===== src/rtl/mem_pkg.sv =====
// Shared definitions for the memory-stage controller: opcodes, RAM direction
// encodings, the controller state type and a small opcode decode helper.
package mem_pkg;

  localparam logic [3:0] OP_LDR = 4'b1001;
  localparam logic [3:0] OP_STR = 4'b1010;

  localparam logic RW_READ  = 1'b1;
  localparam logic RW_WRITE = 1'b0;

  typedef enum logic [1:0] {
    IDLE   = 2'd0,
    ACCESS = 2'd1,
    DONE   = 2'd2
  } state_e;

  // True for the two opcodes that need the RAM bus
  function automatic logic is_mem_op(input logic [3:0] op);
    return (op == OP_LDR) || (op == OP_STR);
  endfunction

endpackage


===== src/rtl/mem_timeout_ctr.sv =====
// Access watchdog for the memory-stage controller. Counts cycles while 'run'
// is high and flags 'expired' during the TIMEOUT-th such cycle, so the
// controller can abandon the access at the end of that cycle. 'clear' holds
// the count at zero while no access is in flight.
module mem_timeout_ctr #(
  parameter int TIMEOUT = 15
) (
  input  logic clk,
  input  logic rst,
  input  logic clear,
  input  logic run,
  output logic expired
);

  localparam int CNT_W = (TIMEOUT > 1) ? $clog2(TIMEOUT) : 1;

  logic [CNT_W-1:0] count_q;
  logic [CNT_W-1:0] count_d;

  // count_q holds the number of ACCESS cycles already completed
  assign expired = run && (count_q == CNT_W'(TIMEOUT - 1));

  // Next count: zero outside an access, advance once per access cycle
  always_comb begin
    count_d = count_q;
    if (clear) begin
      count_d = '0;
    end else if (run && !expired) begin
      count_d = count_q + 1'b1;
    end
  end

  // Count register with synchronous reset
  always_ff @(posedge clk) begin
    if (rst) begin
      count_q <= '0;
    end else begin
      count_q <= count_d;
    end
  end

endmodule


===== src/rtl/mem_access_ctrl.sv =====
// Memory-stage controller between execute and the shared RAM/writeback path.
// LDR/STR own the RAM bus through a request/acknowledge handshake and stall
// execute until the RAM acknowledges; every other opcode forwards its ALU
// result to writeback one cycle after it is accepted.
// Optional feature: define MEM_TIMEOUT_EN to abort accesses that see no
// ram_ack within TIMEOUT cycles (reported as a one-cycle mem_err pulse).
module mem_access_ctrl
  import mem_pkg::*;
#(
  parameter int ADDR_W = 16,
  parameter int DATA_W = 32
`ifdef MEM_TIMEOUT_EN
  , parameter int TIMEOUT = 15
`endif
) (
  input  logic              clk,
  input  logic              rst,
  input  logic              in_valid,
  input  logic [3:0]        opcode,
  input  logic [DATA_W-1:0] source1,
  input  logic [DATA_W-1:0] source2,
  input  logic [DATA_W-1:0] alu_result,
  input  logic [DATA_W-1:0] ram_rdata,
  input  logic              ram_ack,
  output logic              ram_en,
  output logic              ram_rw,
  output logic [ADDR_W-1:0] ram_addr,
  output logic [DATA_W-1:0] ram_wdata,
  output logic              address_sel,
  output logic              stall,
  output logic              wb_valid,
  output logic [DATA_W-1:0] wb_data,
  output logic              wb_from_mem,
  output logic              mem_err
);

  state_e state_q, state_d;

  logic              ram_en_q,      ram_en_d;
  logic              ram_rw_q,      ram_rw_d;
  logic [ADDR_W-1:0] ram_addr_q,    ram_addr_d;
  logic [DATA_W-1:0] ram_wdata_q,   ram_wdata_d;
  logic              address_sel_q, address_sel_d;
  logic              wb_valid_q,    wb_valid_d;
  logic [DATA_W-1:0] wb_data_q,     wb_data_d;
  logic              wb_from_mem_q, wb_from_mem_d;
  logic              mem_err_q,     mem_err_d;
  logic              is_load_q,     is_load_d;

  logic in_access;
  logic can_accept;
  logic accept_mem;
  logic accept_alu;
  logic timeout_hit;

  // Upper address operand bits never reach the RAM bus
  logic unused_src1_hi;
  assign unused_src1_hi = ^source1[DATA_W-1:ADDR_W];

  // A new instruction is only looked at when no access is in flight
  assign in_access  = (state_q == ACCESS);
  assign can_accept = !in_access;
  assign accept_mem = can_accept && in_valid && is_mem_op(opcode);
  assign accept_alu = can_accept && in_valid && !is_mem_op(opcode);

  assign stall = in_access || accept_mem;

`ifdef MEM_TIMEOUT_EN
  mem_timeout_ctr #(
    .TIMEOUT(TIMEOUT)
  ) u_timeout_ctr (
    .clk    (clk),
    .rst    (rst),
    .clear  (!in_access),
    .run    (in_access),
    .expired(timeout_hit)
  );
`else
  assign timeout_hit = 1'b0;
`endif

  // State register
  always_ff @(posedge clk) begin
    if (rst) begin
      state_q <= IDLE;
    end else begin
      state_q <= state_d;
    end
  end

  // Next state: IDLE and DONE accept alike; ACCESS leaves on ack or abort
  always_comb begin
    state_d = state_q;
    case (state_q)
      IDLE, DONE: state_d = accept_mem ? ACCESS : IDLE;
      ACCESS:     if (ram_ack || timeout_hit) state_d = DONE;
      default:    state_d = IDLE;
    endcase
  end

  // Output next values: registered outputs hold unless an event updates them
  always_comb begin
    ram_en_d      = ram_en_q;
    ram_rw_d      = ram_rw_q;
    ram_addr_d    = ram_addr_q;
    ram_wdata_d   = ram_wdata_q;
    address_sel_d = address_sel_q;
    wb_valid_d    = 1'b0;
    wb_data_d     = wb_data_q;
    wb_from_mem_d = wb_from_mem_q;
    mem_err_d     = 1'b0;
    is_load_d     = is_load_q;

    if (accept_mem) begin
      ram_en_d      = 1'b1;
      address_sel_d = 1'b1;
      ram_addr_d    = source1[ADDR_W-1:0];
      is_load_d     = (opcode == OP_LDR);
      ram_rw_d      = (opcode == OP_LDR) ? RW_READ : RW_WRITE;
      if (opcode == OP_STR) begin
        ram_wdata_d = source2;
      end
    end else if (accept_alu) begin
      wb_valid_d    = 1'b1;
      wb_data_d     = alu_result;
      wb_from_mem_d = 1'b0;
    end else if (in_access) begin
      if (ram_ack) begin
        ram_en_d      = 1'b0;
        address_sel_d = 1'b0;
        if (is_load_q) begin
          wb_valid_d    = 1'b1;
          wb_data_d     = ram_rdata;
          wb_from_mem_d = 1'b1;
        end
      end else if (timeout_hit) begin
        ram_en_d      = 1'b0;
        address_sel_d = 1'b0;
        mem_err_d     = 1'b1;
      end
    end
  end

  // Output and access-kind registers with synchronous reset
  always_ff @(posedge clk) begin
    if (rst) begin
      ram_en_q      <= 1'b0;
      ram_rw_q      <= RW_READ;
      ram_addr_q    <= '0;
      ram_wdata_q   <= '0;
      address_sel_q <= 1'b0;
      wb_valid_q    <= 1'b0;
      wb_data_q     <= '0;
      wb_from_mem_q <= 1'b0;
      mem_err_q     <= 1'b0;
      is_load_q     <= 1'b0;
    end else begin
      ram_en_q      <= ram_en_d;
      ram_rw_q      <= ram_rw_d;
      ram_addr_q    <= ram_addr_d;
      ram_wdata_q   <= ram_wdata_d;
      address_sel_q <= address_sel_d;
      wb_valid_q    <= wb_valid_d;
      wb_data_q     <= wb_data_d;
      wb_from_mem_q <= wb_from_mem_d;
      mem_err_q     <= mem_err_d;
      is_load_q     <= is_load_d;
    end
  end

  assign ram_en      = ram_en_q;
  assign ram_rw      = ram_rw_q;
  assign ram_addr    = ram_addr_q;
  assign ram_wdata   = ram_wdata_q;
  assign address_sel = address_sel_q;
  assign wb_valid    = wb_valid_q;
  assign wb_data     = wb_data_q;
  assign wb_from_mem = wb_from_mem_q;
  assign mem_err     = mem_err_q;

endmodule

===== config.mk =====
export PLATFORM = sky130hd
export DESIGN_NAME = mem_access_ctrl
export DESIGN_NICKNAME = d
export VERILOG_FILES = /design/src/rtl/mem_pkg.sv /design/src/rtl/mem_timeout_ctr.sv /design/src/rtl/mem_access_ctrl.sv
export SDC_FILE = /design/constraint.sdc
export NUM_CORES = 1
export LEC_CHECK = 0
export ABC_AREA = 1
export BUFFER_PORTS_ARGS = -buffer_cell sky130_fd_sc_hd__buf_2
export CAP_MARGIN = 5
export CELL_PAD_IN_SITES_DETAIL_PLACEMENT = 1
export CELL_PAD_IN_SITES_GLOBAL_PLACEMENT = 1
export CORE_UTILIZATION = 30
export DETAILED_ROUTE_END_ITERATION = 10
export PLACE_DENSITY_LB_ADDON = 0.1
export RECOVER_POWER = 25
export SETUP_SLACK_MARGIN = 0.05
export SLEW_MARGIN = 20
export SYNTH_ARGS = -nofsm -noshare
export SYNTH_HDL_FRONTEND = slang
export SYNTH_SLANG_ARGS = --single-unit
export TNS_END_PERCENT = 1

===== constraint.sdc =====
create_clock -name clk -period 1.7 [get_ports clk]
set_input_delay 0.255 -clock clk [delete_from_list [all_inputs] [get_ports clk]]
set_output_delay 0.255 -clock clk [all_outputs]
set_load 0.02 [all_outputs]

==> flow_metrics.py <==
metrics = {
    "run_status": {
        "outcome": "finished, final reports clean",
    },
    "power": {
        "power.static_leakage_uw": 0.00268,
        "swShare_pct": 26.9,
        "pwr_density_cell_nw_per_um2": 912,
        "power_report.internal_total_uw": 3680,
        "p_switching_uw": 1350,
        "part_of_the_power_in_the_clock_network_pct": 40.1,
        "comb_power_share_pct": 16.2,
        "power_frac_seq_pct": 43.7,
        "vdd_drop_max_mv": 0.447,
    },
    "routing": {
        "drc": 0,
        "detailroute.via_count": 4168,
        "drt_first_iter_violations": 153,
        "routed_wirelength_normalized_by_instance_count_um": 13.9,
        "drt-total-wl_um": 12700,
        "avgViaCountPerCell": 4.57,
        "antenna_left": 0,
        "firstDrtPassIters": 4,
    },
    "placement": {
        "placedCellCount": 898,
        "place_congestion": 0.709,
        "dp_hpwl_um": 9100,
        "placement.io_buffers": 205,
    },
    "synthesis": {
        "yosysSeqAreaShare_pct": 43.1,
        "synth_compound_area_share_pct": 13.1,
        "yosys.area_share.adder_pct": 0,
        "synth.area.mux_share_pct": 0,
        "synth_net_count": 675,
        "synth-xor-area-share_pct": 0,
        "yosysTopAreaCell": "sky130_fd_sc_hd__dfxtp_1",
        "synth.top_cells.by_area": "sky130_fd_sc_hd__dfxtp_1, sky130_fd_sc_hd__nand2_1, sky130_fd_sc_hd__nor2_1",
        "syn_avg_cell_area_um2": 7.50,
        "synth.lib_cells_used.distinct": 24,
        "combinational_family_with_the_most_area_after_synthesis": "simple AND/OR/NAND/NOR gates",
        "synth-seq-cells": 87,
        "synth_top_cell_area_share_pct": 43.1,
        "post_synth_and_or_nand_nor_area_fraction_pct": 33.9,
        "yosysWarnings": 0,
        "synthesis.instances": 539,
        "synth.cell_area_um2": 4040,
    },
    "die": {
        "die_x_um": 118,
        "die_height_um": 118,
        "fp.dieArea_um2": 13900,
        "i_o_pins": 223,
        "core_area_um2": 13200,
        "num_rows": 42,
        "initial_utilization_pct": 30.7,
    },
    "timing": {
        "transition_at_the_pin_with_the_smallest_max_transition_slack_ns": 0.602,
        "setup_total_negative_slack_ns": 0,
        "finalSetupViolCount": 0,
        "final_period_minus_worst_setup_slack_ns": 1.53,
        "grt_setup_unrepaired": "false",
        "slew-limit-headroom_pct": 59.9,
        "timing.clock.skew_ns": 0.00569,
        "final-hold-violation-count": 0,
        "min_period_over_period_pct": 89.9,
        "final-max-slew-violation-count": 0,
        "fmax_ghz": 0.654,
    },
    "clock_network": {
        "clockRootBuffer": "sky130_fd_sc_hd__clkbuf_16",
        "number_of_buffers_on_the_longest_clock_path": 2,
        "cts_tree": "yes",
        "cts_num_sinks": 87,
        "clk_transition_reported_paths_ns": 0.06,
        "number_of_levels_the_h_tree_was_split_into": 3,
        "cts_hold_buffers_added": 0,
        "inserted_clock_buffers": 9,
        "clock_latency_ns": 0.34,
    },
    "final_layout": {
        "finalNetCount": 869,
        "final_cells": 913,
        "final_layout_size_suffix_gt1_share_pct": 36.9,
        "layout-area-overhead-vs-synth_pct": 36.4,
        "n_antenna_cell": 0,
        "final_core_util_pct": 41.8,
    },
    "grt": {
        "via_count_of_the_first_global_routing_pass": 4356,
        "antenna_found_initial": 0,
        "track_usage_pct": 18.6,
        "grt_max_degree": 50,
        "grt_pass1_wl_um": 20900,
        "gr-total-overflow": 0,
    },
    "critical_path": {
        "critPathMaxFanout": 9,
        "worst-r2r-cell-count": 9,
        "worst_setup_path_end_kind": "output pin",
        "worstPathArrival_ns": 1.27,
        "critPathLaunchType": "flip-flop",
        "reg2reg_slack_ns": 0.22,
        "regToRegStartpoint": "state_q[1]$_SDFFE_PP0P_",
        "timing.setup.critical_path_class": "flip-flop to output pin",
        "capturing_point_of_the_worst_reg2reg_path": "wb_data[22]$_SDFFE_PP0P_",
        "worstPathRequired_ns": 1.44,
    },
    "job": {
        "maxCapViolations": 0,
    },
    "worst_hold_path": {
        "holdPathStages": 3,
        "worst_hold_class": "input port to flip-flop",
        "timing.hold.worst.start": "source2[24]",
        "hold_path_sink": "ram_wdata[24]$_SDFFE_PP0P_",
    },
}
[metal layers]
metal  GRT usage, %  up-vias  wire length [µm]
met3           4.26       13               748
met2           32.6      134              6080
met1           22.2     1933              5650
met5              0        -                 0
met4           6.57        0               185
li1               -     2088                 -
[power groups by stage]
stage | Combinational [µW] | Sequential, µW | Clock [µW]
3_3_place_gp | 809 | 2240 | 0
3_5_place_dp | 827 | 2240 | 0
6_report | 814 | 2200 | 2020
4_1_cts | 833 | 2200 | 2090
5_1_grt | 898 | 2210 | 2190
2_1_floorplan | 375 | 2360 | 0
[worst max path at each step]
| stage | start | to | slack [ns] | cells after the start |
|---|---|---|---|---|
| finish | state_q[1]$_SDFFE_PP0P_ | stall | 0.17 | 7 |
| CTS | state_q[0]$_SDFFE_PP0P_ | stall | 0.06 | 6 |
| detailed placement | opcode[2] | wb_data[28]$_SDFFE_PP0P_ | 0.19 | 8 |
| floorplan | state_q[0]$_SDFFE_PP0P_ | stall | 0.39 | 6 |
| global placement | opcode[3] | wb_from_mem$_SDFFE_PP0P_ | 0.21 | 8 |
| global route | state_q[1]$_SDFFE_PP0P_ | stall | 0.06 | 7 |
[critical path, stage by stage (launching register included)]
cell and delay [ns]:
sky130_fd_sc_hd__dfxtp_2 0.33, sky130_fd_sc_hd__inv_2 0.04, sky130_fd_sc_hd__nand2_4 0.08, sky130_fd_sc_hd__nand2_4 0.08, sky130_fd_sc_hd__inv_4 0.11, sky130_fd_sc_hd__nand2_8 0.08, sky130_fd_sc_hd__nand2_1 0.07, sky130_fd_sc_hd__buf_4 0.14
[state kept, by name, indices dropped and copies added, names as in the netlist]
signal / cells
ram_wdata: 32
wb_data: 32
ram_addr: 16
state_q: 2
address_sel: 1
is_load_q: 1
ram_rw: 1
wb_from_mem: 1
wb_valid: 1
[final cells by class]
cell class	instances	area [µm²]
Clock inverter	3	42.5
Tap cell	176	220
Fill cell	1718	7670
Sequential cell	87	1740
Clock buffer	12	256
Multi-Input combinational cell	371	1930
Timing Repair Buffer	221	1160
Inverter	43	166
[cells in the mapped netlist (all sizes together)]
master / n
nand2: 111
nor2: 106
or2: 1
clkbuf: 10
dfxtp: 87
inv: 42
a21oi: 37
conb: 1
buf: 28
nand3: 67
clkinv: 1
o21ai: 48
[metrics by stage]
step	cell area [µm²]	hold WS [ns]	worst slack, ns	power (µW)
5_1_grt	5520	0.146	0.0645	5300
6_report	5520	0.139	0.172	5030
3_3_place_gp	5250	0.440	0.213	3050
3_5_place_dp	5250	0.448	0.195	3070
4_1_cts	5560	0.128	0.0581	5120
2_1_floorplan	4040	0.390	0.386	2740
[logic make-up (layout without fill, tap and decap cells)]
logic type             count (synthesis)  after routing
AOI/OAI and AO/OA                     85             85
DFF                                   87             87
buffers and inverters                 81            279
and+or+nand+nor                      285            285
other                                  1              1
[layout by cell type, fill, tap and decap left out, drive strengths merged]
cell type	n
buf	180
nand2	111
nor2	106
dfxtp	87
nand3	67
clkbuf	53
o21ai	48
inv	43
a21oi	37
or2	1
conb	1
clkinv	1
bufinv	1
clkinvlp	1
[timing repair]
item                                    4_1_cts  5_1_grt
pin swaps                                     1        0
resized for setup                             2        3
buffers inserted                              0        0
endpoints found under the setup margin        1        2
gates cloned                                  0        0
Power figures use the tool's default switching activity.
